$ cat src/rtl/adc_spi_reader.sv
// ==== adc_spi_reader: receive-only SPI mode-0 master reading one 16-bit frame from a 12-bit ADC per request.
// ==== Optional ADC_OFFSET_BIN_EN converts offset-binary codes to two's complement. rev 1.0
`default_nettype none
`timescale 1ns/1ps

module adc_spi_reader #(
   parameter int CLK_DIV    = 2,   // system clocks per SCLK half-period (>=1)
   parameter int FRAME_BITS = 16,  // SCLK pulses per frame
   parameter int DATA_W     = 12,  // data bits kept from the frame tail
   parameter int CS_SETUP   = 2,   // clocks from CS_n fall to first SCLK phase
   parameter int QUIET      = 2    // clocks CS_n high before publish (>=1)
) (
   input  logic              clk_i,
   input  logic              reset_i,
   input  logic              adc_data_req_i,
   output logic              adc_data_rdy_o,
   output logic [DATA_W-1:0] adc_data_o,
   output logic              spi_cs_n_o,
   output logic              spi_sclk_o,
   input  logic              spi_miso_i,
   output logic              frame_err_o,
   output logic              overrun_o
);

   localparam int CNT_MAX_A = (CLK_DIV > CS_SETUP) ? CLK_DIV : CS_SETUP;
   localparam int CNT_MAX   = (CNT_MAX_A > QUIET) ? CNT_MAX_A : QUIET;
   localparam int CNT_W     = $clog2(CNT_MAX + 1);
   localparam int BIT_W     = $clog2(FRAME_BITS + 1);

   localparam logic [CNT_W-1:0] DIV_LAST   = CNT_W'(CLK_DIV - 1);
   localparam logic [CNT_W-1:0] SETUP_LAST = CNT_W'(CS_SETUP - 1);
   localparam logic [CNT_W-1:0] HOLD_LAST  = CNT_W'(QUIET - 2);
   localparam logic [BIT_W-1:0] BIT_LAST   = BIT_W'(FRAME_BITS - 1);

   typedef enum logic [2:0] {
      IDLE    = 3'd0,
      SETUP   = 3'd1,
      SHIFT   = 3'd2,
      CS_HOLD = 3'd3,
      PUBLISH = 3'd4
   } state_t;

   state_t                  state, state_nxt;
   logic                    req_q, req_q_d;
   logic                    start;
   logic [CNT_W-1:0]        cnt, cnt_nxt;
   logic [BIT_W-1:0]        bit_cnt, bit_cnt_nxt;
   logic [FRAME_BITS-1:0]   shreg, shreg_nxt;
   logic                    sclk_nxt, cs_n_nxt, rdy_nxt, ferr_nxt, ovr_nxt;
   logic [DATA_W-1:0]       data_nxt;
   logic [DATA_W-1:0]       sample;
   logic                    lead_err;

   assign start = req_q & ~req_q_d;

   generate
      if (FRAME_BITS > DATA_W) begin : g_lead
         assign lead_err = |shreg[FRAME_BITS-1:DATA_W];
      end else begin : g_no_lead
         assign lead_err = 1'b0;
      end
   endgenerate

`ifdef ADC_OFFSET_BIN_EN
   // Flipping the MSB maps offset-binary onto two's complement.
   assign sample = {~shreg[DATA_W-1], shreg[DATA_W-2:0]};
`else
   assign sample = shreg[DATA_W-1:0];
`endif

   always_ff @(posedge clk_i or posedge reset_i) begin
      if (reset_i) begin
         state <= IDLE;
      end else begin
         state <= state_nxt;
      end
   end

   always_comb begin
      state_nxt   = state;
      cnt_nxt     = cnt;
      bit_cnt_nxt = bit_cnt;
      shreg_nxt   = shreg;
      sclk_nxt    = spi_sclk_o;
      cs_n_nxt    = spi_cs_n_o;
      rdy_nxt     = adc_data_rdy_o;
      data_nxt    = adc_data_o;
      ferr_nxt    = frame_err_o;
      ovr_nxt     = overrun_o | (start & (state != IDLE));

      case (state)
         IDLE: begin
            if (start) begin
               rdy_nxt     = 1'b0;
               cs_n_nxt    = 1'b0;
               sclk_nxt    = 1'b0;
               cnt_nxt     = '0;
               bit_cnt_nxt = '0;
               state_nxt   = (CS_SETUP > 0) ? SETUP : SHIFT;
            end
         end
         SETUP: begin
            if (cnt == SETUP_LAST) begin
               cnt_nxt   = '0;
               state_nxt = SHIFT;
            end else begin
               cnt_nxt = cnt + 1'b1;
            end
         end
         SHIFT: begin
            // SCLK only toggles when the phase counter expires, so it cannot glitch.
            if (cnt == DIV_LAST) begin
               cnt_nxt = '0;
               if (!spi_sclk_o) begin
                  sclk_nxt  = 1'b1;
                  shreg_nxt = {shreg[FRAME_BITS-2:0], spi_miso_i};
               end else begin
                  sclk_nxt = 1'b0;
                  if (bit_cnt == BIT_LAST) begin
                     cs_n_nxt  = 1'b1;
                     state_nxt = (QUIET > 1) ? CS_HOLD : PUBLISH;
                  end else begin
                     bit_cnt_nxt = bit_cnt + 1'b1;
                  end
               end
            end else begin
               cnt_nxt = cnt + 1'b1;
            end
         end
         CS_HOLD: begin
            // The PUBLISH cycle is the last of the QUIET clocks.
            if (cnt == HOLD_LAST) begin
               cnt_nxt   = '0;
               state_nxt = PUBLISH;
            end else begin
               cnt_nxt = cnt + 1'b1;
            end
         end
         PUBLISH: begin
            data_nxt  = sample;
            ferr_nxt  = lead_err;
            rdy_nxt   = 1'b1;
            state_nxt = IDLE;
         end
         default: begin
            state_nxt = IDLE;
         end
      endcase
   end

   always_ff @(posedge clk_i or posedge reset_i) begin
      if (reset_i) begin
         req_q          <= 1'b0;
         req_q_d        <= 1'b0;
         cnt            <= '0;
         bit_cnt        <= '0;
         shreg          <= '0;
         spi_sclk_o     <= 1'b0;
         spi_cs_n_o     <= 1'b1;
         adc_data_rdy_o <= 1'b1;
         adc_data_o     <= '0;
         frame_err_o    <= 1'b0;
         overrun_o      <= 1'b0;
      end else begin
         req_q          <= adc_data_req_i;
         req_q_d        <= req_q;
         cnt            <= cnt_nxt;
         bit_cnt        <= bit_cnt_nxt;
         shreg          <= shreg_nxt;
         spi_sclk_o     <= sclk_nxt;
         spi_cs_n_o     <= cs_n_nxt;
         adc_data_rdy_o <= rdy_nxt;
         adc_data_o     <= data_nxt;
         frame_err_o    <= ferr_nxt;
         overrun_o      <= ovr_nxt;
      end
   end

endmodule

`default_nettype wire
$ cat config.mk
export PLATFORM = sky130hd
export DESIGN_NAME = adc_spi_reader
export DESIGN_NICKNAME = d
export VERILOG_FILES = /design/src/rtl/adc_spi_reader.sv
export SDC_FILE = /design/constraint.sdc
export NUM_CORES = 1
export LEC_CHECK = 0
export BUFFER_PORTS_ARGS = -buffer_cell sky130_fd_sc_hd__buf_4
export CAP_MARGIN = 25
export CORE_MARGIN = 2
export CORE_UTILIZATION = 45
export DETAILED_ROUTE_END_ITERATION = 12
export PLACE_DENSITY_LB_ADDON = 0.12
export SKIP_CTS_REPAIR_TIMING = 1
export SLEW_MARGIN = 20
export SYNTH_ARGS = -nofsm -noshare
export SYNTH_HDL_FRONTEND = slang
export SYNTH_SLANG_ARGS = --single-unit
$ cat constraint.sdc
create_clock -name clk_i -period 2.62 [get_ports clk_i]
set_input_delay 0.524 -clock clk_i [delete_from_list [all_inputs] [get_ports clk_i]]
set_output_delay 0.524 -clock clk_i [all_outputs]
set_load 0.005 [all_outputs]
* Yosys cells after proc, flatten, opt, wreduce, memory -nomap -nowiden *
Cells that the tools add are included.

cells by class
  bitwise operators = 5
  muxes and demuxes = 25
  reduce and logical (&&, ||, !) cells = 15
  add/subtract/negate cells = 2
  equal/unequal tests = 13

operator list
  cell                                           number
  two-way mux 5 bit                              4
  two-way mux 3 bit                              6
  != test 2 bit, second input constant           7
  case mux 3 bit (4 select lines)                1
  case mux 5 bit (2 select lines)                1
  AND reduction 5 bit                            2
  == test 3 x 2 -> 1 bit, second input constant  2
  two-way mux 1 bit                              6
  two-way mux 2 bit                              3
  case mux 1 bit (2 select lines)                3
  case mux 2 bit (3 select lines)                1
  AND reduction 3 bit                            2
  AND reduction 6 bit                            1
  nonzero test 3 bit                             2
  adder 5 x 1 -> 5 bit, second input constant    1
  == test 5 x 4 -> 1 bit, second input constant  1
  AND reduction 2 bit                            2
  nonzero test 2 bit                             2
  OR reduction 4 bit                             1
  == test 3 x 1 -> 1 bit, second input constant  1
  == test 3 bit, second input constant           1
  logical NOT 3 bit                              1
  adder 2 x 1 -> 2 bit, second input constant    1
  AND 1 bit                                      2
  5 further kinds                                6

word-level totals
  word-level logic and storage cells = 72
  output and inout bits = 17
  input bits = 4
  register bits after elaboration = 45

* Depth between registers and ports, before layout *
Gate-level depths: netlist of the first run.

  depth after elaboration = 5
  mapped depth = 7
  depth with buffers taken out = 6

* Least setup slack after synthesis of the first run *
No wires, ideal clock.

  path kind = register to register
  start = register bit_cnt[0]
  end = register bit_cnt[3]
  slack = 0.813 ns
  data required time = 2.483 ns
  data arrival time = 1.670 ns
  clock period less this slack = 1.807 ns
  path buffers = 1
  cell stages (with the launch flop) = 8
  setup time = 0.137 ns
  cells stage by stage = dfrtp_1 > ha_1 > and3_1 > ha_1 > and3b_1 > clkbuf_1 > and2_1 > o221ai_1

on the way
  word-level cells in the longest chain between the ends = 5
  elaborated cells between the ends (all ways) = 8
  classes of those cells = add/sub: 1; eq/ne: 2; mux: 4; reduce/logical: 1

ends and longest elaborated chain
  item                             line  RTL
  start, declared                  47    logic [BIT_W-1:0] bit_cnt, bit_cnt_nxt;
  start signal, assigned           168   bit_cnt <= bit_cnt_nxt;
  adder 5 x 1 -> 5 bit             123   bit_cnt_nxt = bit_cnt + 1'b1;
  two-way mux 5 bit                119   if (bit_cnt == BIT_LAST) begin
  two-way mux 5 bit                114   if (!spi_sclk_o) begin
  two-way mux 5 bit                112   if (cnt == DIV_LAST) begin
  case mux 5 bit (2 select lines)  91    case (state)

Several ways; a longest one is shown, not always the timed one. The select of a mux whose other input is x is not followed.
A chain may end at the register's enable or synchronous reset.

* Worst setup path in the final report of the first run *
  start = register cnt[1]
  end = register shreg[4]

on the way
  word-level cells in the longest chain between the ends = 2

ends and longest elaborated chain
  item                                  line  RTL
  start, declared                       46    logic [CNT_W-1:0] cnt, cnt_nxt;
  start signal, assigned                167   cnt <= cnt_nxt;
  == test 2 x 1 -> 1 bit                112
  AND reduction 3 bit (no source line)  -
  end signal, assigned                  169   shreg <= shreg_nxt;
  end, declared                         48    logic [FRAME_BITS-1:0] shreg, shreg_nxt;

No other way between the ends.

==> out/qor.yml, run 1 <==
syn_area_sq_um: 2091
slew_headroom_pct: 42.30
cts.sinks: 45
cts_buffer_depth: 2
vias: 1285
worstHoldPathType: "in -> async"
grt_pass1_vias: 1306
cellLeakagePower_uw: 0.001159
root_buffer: "clkbuf_8"
required_ns: 2.80
num-nets-final: 193
synth_edf_count: 0
grt.total_usage_pct: 15.12
die_h_um: 72.16
synth_ff_type: "dfrtp_1"
grt_pass1_wl_um: 6113
power_uw: 2058
yosys-mux-area-fraction_pct: 17.89
gp_congestion: 0.7949
r2r_cells: 5
hold_viol: 0
regToRegStartpoint: "cnt[1]$_DFFE_PP0P_"
grt_max_degree: 25
period_needed_ns: 1.928
overflow: 0
cts_tree: "done"
drt-total-wl_um: 3582
layout-drive-gt1-share_pct: 34.97
area_growth_pct: 13.29
multi_input_area_sq_um: 869.6
reg2reg_to: "shreg[4]$_DFFE_PP0P_"
ant_nets: 0
io_pins: 21
dr.pass1.iters: 4
portBuffers: 20
ir_drop_uv: 484.6
cp_max_fo: 16
post-route-drc-count: 0
synthAdderAreaFrac_pct: 4.189
rows: 24
die_x_um: 72.16
syn_inst: 159
fp.coreArea_sq_um: 4414
finalSetupViolCount: 0
via_per_inst: 5.468
report.final.slew_viol_count: 0
syn_nets: 170
yosysSeqAreaShare_pct: 53.98
seq_area_sq_um: 1129
start_util_pct: 47.36
synthSimpleGateAreaFrac_pct: 11.19
finClkSkew_ns: 0.007227
n_fill_cell: 373
clk_pin_slew_worst_paths_ns: 0.08
wire_per_inst_um: 15.24
setup.worst_path.end_class: "flip-flop"
synthXorXnorAreaFrac_pct: 0.4189
rsz0062_at_grt: "no"
drt_iter0_markers: 90
antenna_found_initial: 0
h-tree-depth: 2
clk_latency_ns: 0.29
reg2reg_slack_ns: 0.69
synth_compound_area_share_pct: 7.899
status: "completed"
crit_type: "reg -> reg"
synth_top_family_by_area: "multiplexers"
p_per_area_nw_per_um2: 869.0
async_flop_share_pct: 100.0
numCtsBuffers: 5
antennaDiodeCount: 0
critPathLaunchType: "flip-flop"
max_freq_mhz: 518.6
synth.ff_latch_count: 45
cp.arrival_ns: 2.11
ys_types: 47
tns_ns: 0
dieArea_sq_um: 5207
dp_hpwl_um: 2498
avgSynthCellArea_sq_um: 13.15
fin_crit_sh_pct: 73.59
tightest_slew_ns: 0.8602
max_cap_violations: 0
ys_warn_count: 0
[per-layer routing]
layer / part of all wire (%) / global-route usage [%] / vias up
met3: 4.3 / 4.306 / 4
met5: 0 / 0 / -
met4: 0.75 / 5.241 / 0
met1: 47 / 20.55 / 643
met2: 47 / 23.34 / 32
li1: - / - / 606
[cell usage in the layout (no fill, tap or decap), types with 3 or more instances in the layout]
master,instances
inv_1,9
nand2_1,9
a21oi_1,3
mux2_4,10
mux2_2,18
buf_4,24
o221ai_1,4
nor2b_1,4
dfrtp_1,43
clkbuf_8,5
nor2_1,3
nand4_1,4
ha_1,7
[power by group]
part / internal (uW) / switching, uW
clock: 188 / 231
sequential: 836 / 180
combinational: 339 / 284
[through the flow]
| step | hold WS [ns] | setup WS [ns] | cells | utilization (%) | cell area [sq um] |
|---|---|---|---|---|---|
| final | 0.3004 | 0.6918 | 235 | 53.66 | 2369 |
| after global routing | 0.3240 | 0.5652 | 235 | 53.66 | 2369 |
| after CTS | 0.3207 | 0.6862 | 235 | 53.66 | 2369 |
| after detailed placement | 0.4016 | 0.6831 | 227 | 51.67 | 2281 |
| after global placement | 0.3976 | 0.7588 | 227 | 51.67 | 2281 |
| after floorplan | 0.3794 | 0.8128 | 159 | - | 2091 |
[cell type report]
| class | count | area share (%) |
|---|---|---|
| clock buffer | 6 | 3.064 |
| clock inverter | 2 | 0.6339 |
| inverter | 10 | 1.585 |
| multi-input combinational | 96 | 36.71 |
| sequential | 45 | 47.65 |
| tap | 52 | 2.747 |
| timing repair buffer | 24 | 7.607 |
[kinds of logic after synthesis]
kind of cell | Yosys count
fa+ha+maj | 7
flops | 45
simple gates | 36
xor+xnor | 1
mux | 30
buf+inv | 18
compound gates | 22
[how the worst max path moves through the flow]
stage	startpoint	endpoint	slack [ns]	cells after the start
floorplan	bit_cnt[0]$_DFFE_PP0P_	bit_cnt[3]$_DFFE_PP0P_	0.81	7
global placement	cnt[1]$_DFFE_PP0P_	shreg[1]$_DFFE_PP0P_	0.76	5
detailed placement	cnt[1]$_DFFE_PP0P_	shreg[7]$_DFFE_PP0P_	0.68	5
CTS	cnt[1]$_DFFE_PP0P_	shreg[7]$_DFFE_PP0P_	0.69	5
global route	cnt[1]$_DFFE_PP0P_	shreg[8]$_DFFE_PP0P_	0.57	5
finish	cnt[1]$_DFFE_PP0P_	shreg[4]$_DFFE_PP0P_	0.69	5
[cells in the mapped netlist (2+ instances only)]
library cell	n	area share (%)
a21o_1	2	0.72
a21oi_1	3	0.72
and3_1	2	0.60
buf_2	2	0.48
buf_4	2	0.72
buf_6	2	1.1
dfrtp_1	43	51
dfstp_2	2	2.5
ha_1	7	4.2
inv_1	10	1.8
mux2_2	18	9.7
mux2_4	10	7.2
nand2_1	9	1.6
nand3_1	2	0.48
nand4_1	4	1.2
nor2_1	3	0.54
nor2b_1	4	1.2
o21ai_0	2	0.48
o221ai_1	4	1.7
[worst max-delay path, stage by stage (launching register included)]
cell and delay, ns:
dfrtp_1 0.40, inv_1 0.11, ha_1 0.29, nor4b_4 0.27
nand2_2 0.34, mux2_4 0.41
[sequential cells by signal, summed over array words and instances (netlist names)]
register / flops
shreg: 16
adc_data_o: 12
bit_cnt: 5
state: 3
cnt: 2
adc_data_rdy_o: 1
frame_err_o: 1
overrun_o: 1
req_q: 1
req_q_d: 1
spi_cs_n_o: 1
spi_sclk_o: 1
Note: power is estimated with default switching activity, not from simulation.
==> run 2: changes to the inputs <==
ABC_AREA = 1   (was default)
clock period = 1.6 ns   (was 2.62 ns; I/O delays follow)
==> run 2 against run 1 <==
Net effect: via count grew 12%; clock skew is 0.0022 ns higher; die area shrank 1.6%; sequential power grew 51%; register-to-register slack lost 0.68 ns; critical path type unchanged.
==> out/qor.yml, run 2 <==
cts.sinks: 45
finalSetupViolCount: 0
yosysSeqAreaShare_pct: 54.90
cp.arrival_ns: 1.82
grt_pass1_wl_um: 5982
dr.pass1.iters: 4
design_area_sq_um: 2506
seq_area_sq_um: 1129
synth_ff_type: "dfrtp_1"
synth_compound_area_share_pct: 13.69
grt.total_usage_pct: 15.17
clk_pin_slew_worst_paths_ns: 0.09
setup_slack_ns: 0.006851
cts_tree: "done"
power_uw: 3647
h-tree-depth: 2
max_freq_mhz: 627.7
die_h_um: 71.59
start_util_pct: 46.89
synth.ff_latch_count: 45
synthMostInstantiatedCell: "nand2_1"
slew_headroom_pct: 74.02
slowest_delay_ns: 0.43
synth_top_cell_by_area: "dfrtp_1"
syn_inst: 216
crit_type: "reg -> reg"
antenna_found_initial: 0
mostFrequentLayoutCell: "nand2_1"
area_growth_pct: 21.91
synthAdderAreaFrac_pct: 4.260
drt_iter0_markers: 100
top_regs: "shreg: 16 flops, adc_data_o: 12 flops, bit_cnt: 5 flops"
m1WireLength_um: 1797
yosys-mux-area-fraction_pct: 0
avgSynthCellArea_sq_um: 9.517
synth.area.top_cells: "dfrtp_1 52%, nand2_1 9.9%, o21ai_2 6.4%"
dr.max_layer_used: "met4"
path_cells: "ha_2, nand2_2, nor2_4, buf_4, ha_2, or2_2, nand4_1, a21oi_2"
dp_hpwl_um: 2383
gp_congestion: 0.8190
period_needed_ns: 1.593
cts_buffer_depth: 2
p_per_area_nw_per_um2: 1455
wire_per_inst_um: 12.06
status: "completed"
overflow: 0
async_flop_share_pct: 100.0
layout-drive-gt1-share_pct: 29.84
grt_pass1_vias: 1336
post-route-drc-count: 0
synth_edf_count: 0
ys_types: 26
hold_viol: 0
synthTopCellsByCount: "54 x nand2_1, 43 x dfrtp_1, 32 x inv_1"
dieArea_sq_um: 5125
largest_reg_flops: 16
io_pins: 21
critPathLaunchType: "flip-flop"
drt-total-wl_um: 3618
via_per_inst: 4.803
die_x_um: 71.59
synthSimpleGateAreaFrac_pct: 18.75
slowest_stage: "dfrtp_1"
tightest_slew_ns: 0.3892
cp_max_fo: 5
largest_register: "shreg"
required_ns: 1.83
synthXorXnorAreaFrac_pct: 0
vias: 1441
final_cell_mix: "52 x nand2_1, 43 x dfrtp_1, 30 x inv_1"
n_fill_cell: 394
synth_top_area_share_pct: 52.34
portBuffers: 20
routed-wl-met3_um: 157
multi_input_area_sq_um: 842.1
cpMostUsedCell: "ha_2"
syn_nets: 227
ant_nets: 0
antennaDiodeCount: 0
rows: 24
ys_warn_count: 0
num-nets-final: 258
worstHoldPathType: "in -> async"
root_buffer: "clkbuf_8"
finClkSkew_ns: 0.009471
syn_area_sq_um: 2056
fp.coreArea_sq_um: 4384
fin_crit_sh_pct: 99.57
ir_drop_uv: 591.0
dpl_cell_area_sq_um: 2292
max_cap_violations: 0
grt_max_degree: 46
rsz0062_at_grt: "yes"
synth_top_family_by_area: "simple AND/OR/NAND/NOR gates"
cellLeakagePower_uw: 0.001174
clk_latency_ns: 0.30
numCtsBuffers: 5
place_ws_ns: 0.02029
wl_met2_um: 1603
report.final.slew_viol_count: 0
setup.worst_path.end_class: "flip-flop"
==> run 2: cell count changes in the layout (fill, tap and decap cells not counted), moves of 5 or more <==
cell,change
nand2_1,+43
inv_1,+21
mux2_2,-18
o21ai_2,+14
o21ai_0,+11
mux2_4,-10
nor2_1,+5
o21ai_1,+5
==> run 2: path summary, 6_finish.rpt <==
path | to | start | slack, ns | depth (start not counted)
min in group clk_i | req_q$_DFF_PP0_ | adc_data_req_i | 0.12 | 1
hold reg to reg | req_q_d$_DFF_PP0_ | req_q$_DFF_PP0_ | 0.39 | 0
setup reg to reg | spi_cs_n_o$_DFFE_PP1P_ | bit_cnt[0]$_DFFE_PP0P_ | 0.007 | 8
max in group asynchronous | spi_cs_n_o$_DFFE_PP1P_ | reset_i | 1.28 | 3
setup / recovery | spi_cs_n_o$_DFFE_PP1P_ | bit_cnt[0]$_DFFE_PP0P_ | 0.007 | 8
hold / removal | bit_cnt[1]$_DFFE_PP0P_ | reset_i | 0.04 | 3
==> run 2: cell families (layout without fill, tap and decap cells) <==
kind of cell	after synthesis	in the layout
AOI/OAI and AO/OA	42	42
and+or+nand+nor	84	85
adders and majority gates	7	7
buffers and inverters	38	69
DFF	45	45
==> run 2: per-layer routing <==
metal,GRT usage (%),vias up
li1,-,757
met1,21.33,651
met2,21.81,27
met3,4.782,6
met4,6.289,0
met5,0,-
==> run 2: per-stage QoR <==
stage	TNS, ns	utilization, %	std cells	hold WS, ns
global placement	0	52.28	289	0.3657
floorplan	0	-	216	0.3514
global route	-0.7210	57.16	300	0.06625
CTS	0	54.82	297	0.05101
detailed placement	0	52.28	289	0.3710
finish	0	57.16	300	0.04222
==> run 2: area by class of cell <==
cell class / count / area share [%]
clock buffer: 6 / 2.896
clock inverter: 2 / 1.548
inverter: 33 / 4.943
multi-input combinational: 134 / 33.60
sequential: 45 / 45.03
tap: 52 / 2.596
timing repair buffer: 28 / 9.386
==> run 2: critical path, delay by kind of cell, from the launching register on <==
kind                       cells  cell delay, ns
DFF                            1            0.43
and+or+nand+nor                4            0.56
AOI/OAI and AO/OA              1            0.07
adders and majority gates      2            0.34
buffers and inverters          1            0.13
==> run 2: report_power, final <==
| part | switching [uW] | total [uW] | internal [uW] |
|---|---|---|---|
| sequential | 170 | 1540 | 1370 |
| combinational | 740 | 1250 | 505 |
| clock | 395 | 864 | 469 |
